File: config.mk
export PLATFORM = sky130hd
export DESIGN_NAME = fetch_sequencer_flat
export DESIGN_NICKNAME = d
export VERILOG_FILES = /design/src/rtl/fetch_sequencer_pkg.sv /design/src/rtl/fetch_sequencer_if.sv /design/src/rtl/fetch_sequencer.sv /design/src/flat_wrapper.sv
export SDC_FILE = /design/constraint.sdc
export NUM_CORES = 1
export LEC_CHECK = 0
export ABC_AREA = 1
export CAP_MARGIN = 20
export CORE_MARGIN = 3
export CORE_UTILIZATION = 50
export CTS_CLUSTER_SIZE = 28
export DETAILED_ROUTE_END_ITERATION = 8
export HOLD_SLACK_MARGIN = 0.03
export PLACE_DENSITY_LB_ADDON = 0.2
export SLEW_MARGIN = 10
export SYNTH_ARGS = -nofsm -noshare
export SYNTH_HDL_FRONTEND = slang
export SYNTH_SLANG_ARGS = --single-unit
File: constraint.sdc
create_clock -name clk -period 2 [get_ports clk]
set_input_delay 0.2 -clock clk [delete_from_list [all_inputs] [get_ports clk]]
set_output_delay 0.2 -clock clk [all_outputs]
set_load 0.02 [all_outputs]
File: src/rtl/fetch_sequencer_pkg.sv
// Shared core definitions used by the fetch sequencer: opcode constants,
// instruction format codes and the fetch state encoding.
package fetch_sequencer_pkg;

    localparam int PC_W_DEF = 16;

    localparam logic [3:0] HALT_OP = 4'b1110;
    localparam logic [3:0] BEQ_OP  = 4'b1000;
    localparam logic [3:0] BNE_OP  = 4'b1001;
    localparam logic [3:0] JMP_OP  = 4'b1010;

    typedef enum logic [1:0] {
        FMT_R,
        FMT_I,
        FMT_B,
        FMT_J
    } fmt_e;

    typedef enum logic [1:0] {
        IDLE,
        RUN,
        DRAIN,
        HALTED
    } fetch_state_e;

    function automatic logic is_branch(input logic [3:0] op);
        return (op == BEQ_OP) || (op == BNE_OP) || (op == JMP_OP);
    endfunction

endpackage

File: src/rtl/fetch_sequencer_if.sv
// Fetch-side bundle: control inputs from hazard/execute, the ROM port and the
// IF/ID stage outputs. master = sequencer, slave = surrounding core.
interface fetch_sequencer_if
    import fetch_sequencer_pkg::*;
#(
    parameter int PC_W = PC_W_DEF
);
    logic            start;
    logic            stall;
    logic            br_taken;
    logic [PC_W-1:0] br_target;
    logic [3:0]      rom_opcode;
    logic [PC_W-1:0] rom_pc;
    logic [PC_W-1:0] id_pc;
    logic            id_valid;
    logic            running;
    logic            halted;
    logic [15:0]     fetch_cnt;

    modport master (
        input  start, stall, br_taken, br_target, rom_opcode,
        output rom_pc, id_pc, id_valid, running, halted, fetch_cnt
    );

    modport slave (
        output start, stall, br_taken, br_target, rom_opcode,
        input  rom_pc, id_pc, id_valid, running, halted, fetch_cnt
    );

endinterface

File: src/rtl/fetch_sequencer.sv
// Program counter owner: fetches from the instruction ROM into IF/ID, honours
// stalls and branch redirects, and drains the pipeline after a HALT fetch.
module fetch_sequencer
    import fetch_sequencer_pkg::*;
#(
    parameter int              PC_W      = PC_W_DEF,
    parameter logic [PC_W-1:0] START_PC  = '0,
    parameter int              DRAIN_CYC = 3
) (
    input logic               clk,
    input logic               reset,
    fetch_sequencer_if.master bus
);

    localparam int DW = (DRAIN_CYC < 1) ? 1 : $clog2(DRAIN_CYC + 1);

    fetch_state_e    state;
    logic [PC_W-1:0] pc;
    logic [PC_W-1:0] id_pc_p0;
    logic            vld_p0;
    logic            running;
    logic            halted;
    logic [15:0]     fetch_cnt;
    logic [DW-1:0]   drain_cnt;

    function automatic logic [15:0] sat_inc(input logic [15:0] v);
        return (v == 16'hFFFF) ? v : v + 16'd1;
    endfunction

    always_ff @(posedge clk) begin
        if (reset) begin
            state     <= IDLE;
            pc        <= START_PC;
            id_pc_p0  <= '0;
            vld_p0    <= 1'b0;
            running   <= 1'b0;
            halted    <= 1'b0;
            fetch_cnt <= '0;
            drain_cnt <= '0;
        end else begin
            case (state)
                IDLE: begin
                    vld_p0 <= 1'b0;
                    pc     <= START_PC;
                    if (bus.start) begin
                        state   <= RUN;
                        running <= 1'b1;
                    end
                end
                RUN: begin
                    // Redirect beats stall; stall beats HALT detection.
                    if (bus.br_taken) begin
                        pc     <= bus.br_target;
                        vld_p0 <= 1'b0;
                    end else if (!bus.stall) begin
                        id_pc_p0  <= pc;
                        vld_p0    <= 1'b1;
                        fetch_cnt <= sat_inc(fetch_cnt);
                        if (bus.rom_opcode == HALT_OP) begin
                            drain_cnt <= DW'(DRAIN_CYC);
                            state     <= DRAIN;
                        end else begin
                            pc <= pc + PC_W'(1);
                        end
                    end
                end
                DRAIN: begin
                    vld_p0 <= 1'b0;
                    // A taken branch here is older than the HALT, so execution resumes.
                    if (bus.br_taken) begin
                        pc    <= bus.br_target;
                        state <= RUN;
                    end else if (!bus.stall) begin
                        drain_cnt <= (drain_cnt == '0) ? '0 : drain_cnt - DW'(1);
                        if (drain_cnt <= DW'(1)) begin
                            state   <= HALTED;
                            running <= 1'b0;
                            halted  <= 1'b1;
                        end
                    end
                end
                HALTED: begin
                    vld_p0 <= 1'b0;
                    if (bus.start) begin
                        pc        <= START_PC;
                        fetch_cnt <= '0;
                        state     <= RUN;
                        running   <= 1'b1;
                        halted    <= 1'b0;
                    end
                end
                default: begin
                    state <= IDLE;
                end
            endcase
        end
    end

    assign bus.rom_pc    = pc;
    assign bus.id_pc     = id_pc_p0;
    assign bus.id_valid  = vld_p0;
    assign bus.running   = running;
    assign bus.halted    = halted;
    assign bus.fetch_cnt = fetch_cnt;

endmodule

File: src/flat_wrapper.sv
// flat-port wrapper written by rule: the top's interface ports become plain ports
module fetch_sequencer_flat import fetch_sequencer_pkg::*;
#(
    parameter int              PC_W      = PC_W_DEF,
    parameter logic [PC_W-1:0] START_PC  = '0,
    parameter int              DRAIN_CYC = 3
)
  (clk, reset, bus_start, bus_stall, bus_br_taken, bus_br_target, bus_rom_opcode, bus_rom_pc, bus_id_pc, bus_id_valid, bus_running, bus_halted, bus_fetch_cnt);
  fetch_sequencer_if #(.PC_W(PC_W)) bus_i ();
  input logic clk;
  input logic reset;
  input wire logic [$bits(bus_i.start)-1:0] bus_start;
  input wire logic [$bits(bus_i.stall)-1:0] bus_stall;
  input wire logic [$bits(bus_i.br_taken)-1:0] bus_br_taken;
  input wire logic [$bits(bus_i.br_target)-1:0] bus_br_target;
  input wire logic [$bits(bus_i.rom_opcode)-1:0] bus_rom_opcode;
  output wire logic [$bits(bus_i.rom_pc)-1:0] bus_rom_pc;
  output wire logic [$bits(bus_i.id_pc)-1:0] bus_id_pc;
  output wire logic [$bits(bus_i.id_valid)-1:0] bus_id_valid;
  output wire logic [$bits(bus_i.running)-1:0] bus_running;
  output wire logic [$bits(bus_i.halted)-1:0] bus_halted;
  output wire logic [$bits(bus_i.fetch_cnt)-1:0] bus_fetch_cnt;
  assign bus_i.start = bus_start;
  assign bus_i.stall = bus_stall;
  assign bus_i.br_taken = bus_br_taken;
  assign bus_i.br_target = bus_br_target;
  assign bus_i.rom_opcode = bus_rom_opcode;
  assign bus_rom_pc = bus_i.rom_pc;
  assign bus_id_pc = bus_i.id_pc;
  assign bus_id_valid = bus_i.id_valid;
  assign bus_running = bus_i.running;
  assign bus_halted = bus_i.halted;
  assign bus_fetch_cnt = bus_i.fetch_cnt;
  fetch_sequencer #(.PC_W(PC_W), .START_PC(START_PC), .DRAIN_CYC(DRAIN_CYC)) u_core (.clk(clk), .reset(reset), .bus(bus_i));
endmodule
== Yosys cells after proc, flatten, opt, wreduce, memory -nomap -nowiden ==
Cells that the tools add are included.

* Register bits: 55
* Bits of input ports: 25
* Output and inout port bits: 51

* Bitwise operators: 2
* Order comparisons: 1
* Reduce and logical (&&, ||, !) cells: 15
* Equal/unequal tests: 19
* Add/subtract/negate cells: 3
* Multiplexer cells: 38

{| class="wikitable"
|+ Operators with widths
! cell !! count
|-
| 16-bit 2-to-1 mux || 8
|-
| 16-bit one-hot mux with 4 select lines || 1
|-
| 16-bit by 1-bit adder with 16-bit output, second input constant || 2
|-
| 16-bit one-hot mux with 2 select lines || 1
|-
| 2-bit 2-to-1 mux || 13
|-
| 16-bit equality test, second input constant || 1
|-
| 5-bit AND reduction || 3
|-
| 2-bit inequality test, second input constant || 7
|-
| 6-bit AND reduction || 2
|-
| 1-bit 2-to-1 mux || 10
|-
| 3-bit inequality test, second input constant || 3
|-
| 2-bit nonzero test || 4
|-
| 2-bit by 1-bit inequality test with 1-bit output, second input constant || 3
|-
| 1-bit one-hot mux with 2 select lines || 3
|-
| 2-bit one-hot mux with 3 select lines || 1
|-
| 2-bit equality test, second input constant || 2
|-
| 4-bit equality test, second input constant || 1
|-
| 2-bit zero test || 2
|-
| 2-bit one-hot mux with 2 select lines || 1
|-
| 4-bit AND reduction || 1
|-
| 3-bit by 2-bit inequality test with 1-bit output, second input constant || 1
|-
| 3-bit AND reduction || 1
|-
| 3-bit OR reduction || 1
|-
| 2-bit by 1-bit equality test with 1-bit output, second input constant || 1
|-
| 4 further kinds || 5
|}

== Depth between registers and ports, before layout ==
Gate-level depths: netlist of the first run.

* Depth after elaboration: 5
* Depth in mapped cells: 10
* Gate-level depth less buffers: 10

== Least setup slack after synthesis of the first run ==
Ideal clock, no wire load.

* Path kind: reg2reg
* Start: register u_core.fetch_cnt[0] (netlist: u_core.bus.fetch_cnt[0])
* End: register u_core.fetch_cnt[6] (netlist: u_core.bus.fetch_cnt[6])
* Data arrival time: 1.536 ns
* Period minus slack after synthesis: 1.674 ns
* Data required time: 1.862 ns
* Setup slack: 0.326 ns
* Path buffers: 1
* Cell stages (with the launch flop): 10
* Cell sequence: dfxtp_1 -> ha_1 -> nand3_2 -> nor2_4 -> nand4_2 -> nand3_4 -> inv_4 -> buf_6 -> nand2_1 -> a21oi_2

* Longest elaborated chain between the ends: 5
* Elaborated cells between the ends (all ways): 8
* Those cells by class: 1 x add/sub; 2 x eq/ne; 4 x mux; 1 x reduce/logical

{| class="wikitable"
|+ Ends and longest elaborated chain
! item !! RTL line !! source
|-
| start, declared || fetch_sequencer.sv:23 || <nowiki>logic [15:0] fetch_cnt;</nowiki>
|-
| start signal, assigned || fetch_sequencer.sv:58 || <nowiki>fetch_cnt <= sat_inc(fetch_cnt);</nowiki>
|-
| 16-bit by 1-bit adder with 16-bit output || fetch_sequencer.sv:27 || <nowiki>return (v == 16'hFFFF) ? v : v + 16'd1;</nowiki>
|-
| 16-bit 2-to-1 mux || fetch_sequencer.sv:27 ||
|-
| 16-bit 2-to-1 mux || fetch_sequencer.sv:55 || <nowiki>end else if (!bus.stall) begin</nowiki>
|-
| 16-bit 2-to-1 mux || fetch_sequencer.sv:52 || <nowiki>if (bus.br_taken) begin</nowiki>
|-
| 16-bit one-hot mux with 2 select lines || fetch_sequencer.sv:41 || <nowiki>case (state)</nowiki>
|}

Parallel ways exist; a longest one is shown, timed or not. The select of a mux whose other input is x is not followed.
A chain may end at the register's enable or synchronous reset.

== Worst setup path in the final report of the first run ==
* Start: register u_core.state[0]
* End: register u_core.pc[13] (netlist: u_core.bus.rom_pc[13])

* Longest elaborated chain between the ends: 3
* Elaborated cells between the ends (all ways): 10
* Those cells by class: 7 x eq/ne; 1 x mux; 2 x reduce/logical

{| class="wikitable"
|+ Ends and longest elaborated chain
! item !! RTL line !! source
|-
| start, declared || fetch_sequencer.sv:17 || <nowiki>fetch_state_e state;</nowiki>
|-
| start signal, assigned || fetch_sequencer.sv:32 || <nowiki>state <= IDLE;</nowiki>
|-
| start signal, assigned || fetch_sequencer.sv:46 || <nowiki>state <= RUN;</nowiki>
|-
| start signal, assigned || fetch_sequencer.sv:61 || <nowiki>state <= DRAIN;</nowiki>
|-
| 2-bit by 1-bit equality test with 1-bit output / 2-bit equality test (equally long branches) || fetch_sequencer.sv:41 ||
|-
| 3-bit inequality test (no line) / 2-bit inequality test (equally long branches) || -- ||
|-
| 4-bit AND reduction (no line) || -- ||
|-
| end signal, assigned || fetch_sequencer.sv:53 || <nowiki>pc <= bus.br_target;</nowiki>
|-
| end signal, assigned || fetch_sequencer.sv:63 || <nowiki>pc <= pc + PC_W'(1);</nowiki>
|-
| end signal, assigned || fetch_sequencer.sv:71 || <nowiki>pc <= bus.br_target;</nowiki>
|-
| end, declared || fetch_sequencer.sv:18 || <nowiki>logic [PC_W-1:0] pc;</nowiki>
|}

Parallel ways exist; a longest one is shown, timed or not.

==> impl_metrics.toml, run 1 <==
[grt]
grt_max_degree = 23
grt_pass1_vias = 3059
antenna_found_initial = 0
grt_pass1_wl_um = 14280
grt.met1_usage = 0.3386
use_met2 = 0.3602
use_met3 = 0.04658
grt_overflow_total = 0
grt.total_usage = 0.2348
top_usage_layer = "met2"

[critical_path]
worstPathRequired_ns = 2.24
critical_path_class = "flip-flop to flip-flop"
cp-end-kind = "flip-flop"
slowest_stage = "dfxtp_1"
max_stage_delay_ns = 0.39
cp-start-kind = "flip-flop"
arrival_ns = 2.12
path_cells = "inv_1, ha_1, nand2_1, nand2_1, nor2_2, o21ai_4, nor2_4, nand2_1, a21oi_1"
crit_fanout = 18
cp_common_cell = "nand2_1"

[cts]
cts.hold.buffers_added = 0
cts_sinks = 55
clkTransAtPathRegs_ns = 0.09
htreeDepth = 2
cts-buffers-inserted = 5
clock_latency_ns = 0.31
cts_tree = "yes"
cts_max_path_buffers = 2
clock_tree.root_cell = "clkbuf_8"

[sta]
fmax_ghz = 0.5298
tns_ns = 0
final_max_slew_viol_count = 0
finalCritPeriodShare = 0.9437
grt_setup_unrepaired = "false"
slew_headroom = 0.5786
whs_ns = 0.4717
worstMarginPinSlew_ns = 0.6296
hold_viol_final = 0
layout_min_cycle_time_ns = 1.887
setup_viol = 0
clock_skew_ns = 0.01064

[detailed_routing]
dr.pass1.iters = 6
drc = 0
wl_um = 8631
ant_nets = 0
via_count = 3337
drt-initial-drc-count = 287
viasPerCell = 5.322
post_drt_wl_per_cell_um = 13.77

[floorplan]
die_h_um = 86.27
row_count = 28
die_x_um = 86.27
dieArea_um2 = 7443
ios = 76
fp.coreArea_um2 = 6096
floorplan.initialDensity = 0.5285

[synth]
synth_async_sr_flop_share = 0
netlist_area_um2 = 3222
ys_warn_count = 0
synthTopCellsByArea = "dfxtp_1 34%, nand2_1 15%, nor2_1 7.2%"
synth_edf_count = 0
syn_avg_cell_area_um2 = 6.754
seq_area_frac_synth = 0.3417
synthCells = 477
synth_ff_type = "dfxtp_1"
yosys.cell_count.top_type = "nand2_1"
synthTopCellsByCount = "131 x nand2_1, 62 x nor2_1, 55 x dfxtp_1, 38 x inv_1, 37 x a21oi_1"
ys_ff_latch = 55
synth_largest_area_cell = "dfxtp_1"
syn_nets = 508
yosysTopAreaCellShare = 0.3417
ys_types = 41

[final_layout]
final_nets = 582
stdcell_area_um2 = 4124
utilization = 0.6765
area_delta_synth_final_pct = 28.00
layout-drive-gt1-share = 0.1033
final_cells = 627
antennaDiodeCount = 0
fillerInstances = 576

[place]
dp_hpwl_um = 6196
placed_cell_area_um2 = 4010
dp.cells = 618
gp_congestion = 0.8566
portBuffers = 75

[pwr]
peakVddDrop_uv = 502.0
power_density_nw_per_um2 = 891.6
p_leak_uw = 0.001555

[worst_hold_path]
hp-class = "flip-flop to flip-flop"

[job]
max_cap_violations = 0

[outcome]
status = "completed"
[metal layers]
metal | up-vias | wire (um)
li1 | 1699 | -
met1 | 1506 | 4102
met2 | 126 | 3851
met3 | 6 | 620
met4 | 0 | 57
met5 | - | 0
[flip-flops by register name, summed over array words and instances, names as in the netlist]
register              flops
u_core.bus.id_pc         16
u_core.bus.id_valid       1
u_core.drain_cnt          2
u_core.bus.running        1
u_core.bus.fetch_cnt     16
u_core.state              2
u_core.bus.halted         1
u_core.bus.rom_pc        16
[repair_timing]
action                                  in CTS  in global routing
buffers inserted                             0                  0
endpoints found under the setup margin       0                 15
gates resized for setup                      0                  1
[metrics by stage]
stage	power, uW	setup WS (ns)
detailed placement	2981	0.1336
floorplan	2532	0.3262
CTS	3650	0.1056
global route	3899	0.0004756
finish	3677	0.1126
global placement	2951	0.1775
[worst paths after layout]
check	from	endpoint	slack, ns	depth (start not counted)
setup reg to reg	u_core.state[0]	u_core.bus.rom_pc[13]	0.11	9
hold reg to reg	u_core.bus.running	u_core.bus.running	0.47	2
hold / removal	u_core.bus.running	u_core.bus.running	0.47	2
setup / recovery	u_core.state[0]	u_core.bus.rom_pc[13]	0.11	9
[report_power, final]
| group | total, uW | switching (uW) | internal (uW) | leakage [uW] |
|---|---|---|---|---|
| Combinational | 1610 | 1020 | 596 | 0.00106 |
| Clock | 672 | 355 | 317 | 0.0000515 |
| Sequential | 1390 | 148 | 1240 | 0.000446 |
| Total | 3680 | 1520 | 2160 | 0.00156 |
[kinds of logic after synthesis]
group / Yosys count / share of synthesized area
compound gates: 93 / 0.1736
xor+xnor: 10 / 0.02719
buf+inv: 57 / 0.08233
flops: 55 / 0.3417
simple gates: 256 / 0.3518
fa+ha+maj: 6 / 0.02330
[worst max-delay path, delay by kind of cell, from the launching register on]
kind                       cells  cell delay [ns]
DFF                            1             0.39
and+or+nand+nor                5             0.75
adders and majority gates      1             0.27
AOI/OAI and AO/OA              2             0.32
buffers and inverters          1             0.08
[placed cells by master, fill, tap and decap left out, types with 2 or more instances in the layout]
master           synthesis  layout
nor2_2                   5       5
a21oi_2                 12      12
xor2_1                   7       7
clkdlybuf4s50_1          0      75
o21ai_0                 30      30
inv_2                    2       2
nor2_4                   2       3
a21oi_1                 37      37
o21bai_1                 3       3
clkbuf_8                 0       7
buf_4                    1       7
ha_1                     6       5
o211ai_1                 2       2
nor2_1                  62      62
nand2_2                 11      11
nand2_1                131     131
nand3_1                 29      29
dfxtp_1                 55      55
xnor2_1                  3       3
o21ai_1                  2       2
inv_1                   38      38
nand4_1                  8       8
o21ai_4                  2       2
[area by class of cell]
class                      count  area (um^2)  share of cell area
inverter                      41        156.4             0.03792
multi-input combinational    366         1869              0.4533
timing repair buffer          82        803.3              0.1948
sequential                    55         1101              0.2670
clock buffer                   8        100.1             0.02427
tap                           75        93.84             0.02275
Note: power is estimated with default switching activity, not from simulation.
==> inputs of run 2 (changes only) <==
Settings changed: CORE_UTILIZATION 50 to 35.
==> impl_metrics.toml, run 2 (synthesis gave the netlist of run 1 again) <==
[grt]
grt.total_usage = 0.1803
grt_max_degree = 36
grt_overflow_total = 0
antenna_found_initial = 0
grt_pass1_vias = 3030
grt_pass1_wl_um = 14900

[pwr]
p_comb_frac = 0.452
seqPwrFrac = 0.351
switching_share = 0.3991
power_density_nw_per_um2 = 925.1
clkPwrFrac = 0.197
p_int_uw = 2373
p_leak_uw = 0.001597
p_switching_uw = 1576
power.total_uw = 3949
peakVddDrop_uv = 324.2

[sta]
finalCritPeriodShare = 0.9226
layout_min_cycle_time_ns = 1.845
tns_ns = 0
clock_skew_ns = 0.01283
slew_headroom = 0.6082
fmax_ghz = 0.5419
setup_slack_ns = 0.1548
final_max_slew_viol_count = 0
hold_viol_final = 0
setup_viol = 0
grt_setup_unrepaired = "false"
worstMarginPinSlew_ns = 0.5871

[detailed_routing]
drc = 0
dr.pass1.iters = 4
ant_nets = 0
via_count = 3312
viasPerCell = 4.973
wl_um = 9244
drt-initial-drc-count = 178
post_drt_wl_per_cell_um = 13.88

[place]
dp_hpwl_um = 6742
portBuffers = 75
post-place-ws_ns = 0.1117
gp_congestion = 0.8789
placed_cell_area_um2 = 4079

[critical_path]
arrival_ns = 2.08
path_delay_family = "simple AND/OR/NAND/NOR gates"
path_cells = "inv_1, ha_1, nand2_1, nand2_1, nor2_2, o21ai_4, buf_12, nor2_4, nand2_1, a21oi_1"
r2r_start = "u_core.state[0]"
r2r-end = "u_core.bus.rom_pc[13]"
endpoint = "u_core.bus.rom_pc[13]"
ff2ff_setup_slack_ns = 0.15
worstRegToRegCells = 10
critical_path_class = "flip-flop to flip-flop"
cp_common_cell = "nand2_1"
path_buf_inv = 2
crit_fanout = 10
cp-start-kind = "flip-flop"
startpoint = "u_core.state[0]"
max_stage_delay_ns = 0.41
cp.depth = 10
cp-end-kind = "flip-flop"
slowest_stage = "dfxtp_1"
worstPathRequired_ns = 2.24

[cts]
htreeDepth = 2
clkTransAtPathRegs_ns = 0.11
cts-buffers-inserted = 5
cts_sinks = 55
cts_max_path_buffers = 2
cts_tree = "yes"
clock_latency_ns = 0.31
clock_tree.root_cell = "clkbuf_8"
cts.hold.buffers_added = 0

[job]
max_cap_violations = 0

[outcome]
status = "completed"

[final_layout]
final_cell_mix = "131 x nand2_1, 75 x clkdlybuf4s50_1, 62 x nor2_1"
antennaDiodeCount = 0
fillerInstances = 906
final_nets = 588
layout-drive-gt1-share = 0.1165
stdcell_area_um2 = 4269
final_common_cell = "nand2_1"
area_delta_synth_final_pct = 32.50

[floorplan]
ios = 76
dieArea_um2 = 10390
row_count = 34
fp.coreArea_um2 = 8848
floorplan.initialDensity = 0.3641
die_h_um = 101.9
die_x_um = 101.9

[worst_hold_path]
hp-class = "flip-flop to flip-flop"
run 2: cell types whose count changed in the layout (fill, tap and decap cells not counted):
cell / change
inv_1: -1
clkinvlp_4: +1
clkbuf_8: -1
clkinv_2: +1
clkbuf_1: -1
bufinv_16: +1
buf_12: +3
buf_4: +3
run 2: layer usage:
metal  vias up  share of wire  track usage
met1      1516           0.48       0.2570
met2        88           0.45       0.2822
met5         -              0            0
met4         0         0.0074      0.03935
met3         6          0.054      0.03754
li1       1702              -            -
run 2: worst min path at each step:
stage                  startpoint            endpoint  slack, ns  cells after the start
2_1_floorplan           bus_start   u_core.bus.halted       0.42                      2
3_3_place_gp   u_core.bus.running  u_core.bus.running       0.45                      2
3_5_place_dp   u_core.bus.running  u_core.bus.running       0.47                      2
4_1_cts        u_core.bus.running  u_core.bus.running       0.50                      2
5_1_grt        u_core.bus.running  u_core.bus.running       0.51                      2
6_report       u_core.bus.running  u_core.bus.running       0.50                      2
run 2: metrics by stage:
stage | cells | hold slack (ns) | util
2_1_floorplan | 477 | 0.4202 | -
3_3_place_gp | 653 | 0.4510 | 0.4610
3_5_place_dp | 653 | 0.4712 | 0.4610
4_1_cts | 661 | 0.4983 | 0.4743
5_1_grt | 666 | 0.5063 | 0.4825
6_report | 666 | 0.4954 | 0.4825
run 2: cell type report:
class / count / area, um^2 / area share
inverters: 41 / 160.2 / 0.03751
repair buffers: 88 / 885.9 / 0.2075
clock inverters: 2 / 35.03 / 0.008206
well taps: 108 / 135.1 / 0.03165
multi-input cells: 366 / 1869 / 0.4379
clock buffers: 6 / 82.58 / 0.01934
flip-flops and latches: 55 / 1101 / 0.2579
run 2: tightest hold or removal path: stages, from the launching register on:
cell	delay, ns
dfxtp_1	0.35
a31oi_1	0.05
nor2_1	0.07
run 2: power groups by stage:
stage	clock network [uW]	registers [uW]	logic [uW]
global placement	0	1410	1650
finish	778	1390	1790
global route	857	1410	1960
detailed placement	0	1410	1670
CTS	807	1390	1680
floorplan	0	1540	995
run 2: what timing repair did:
item	CTS	global route
setup endpoints to repair	0	17
buffers inserted	0	4
resized for setup	0	2
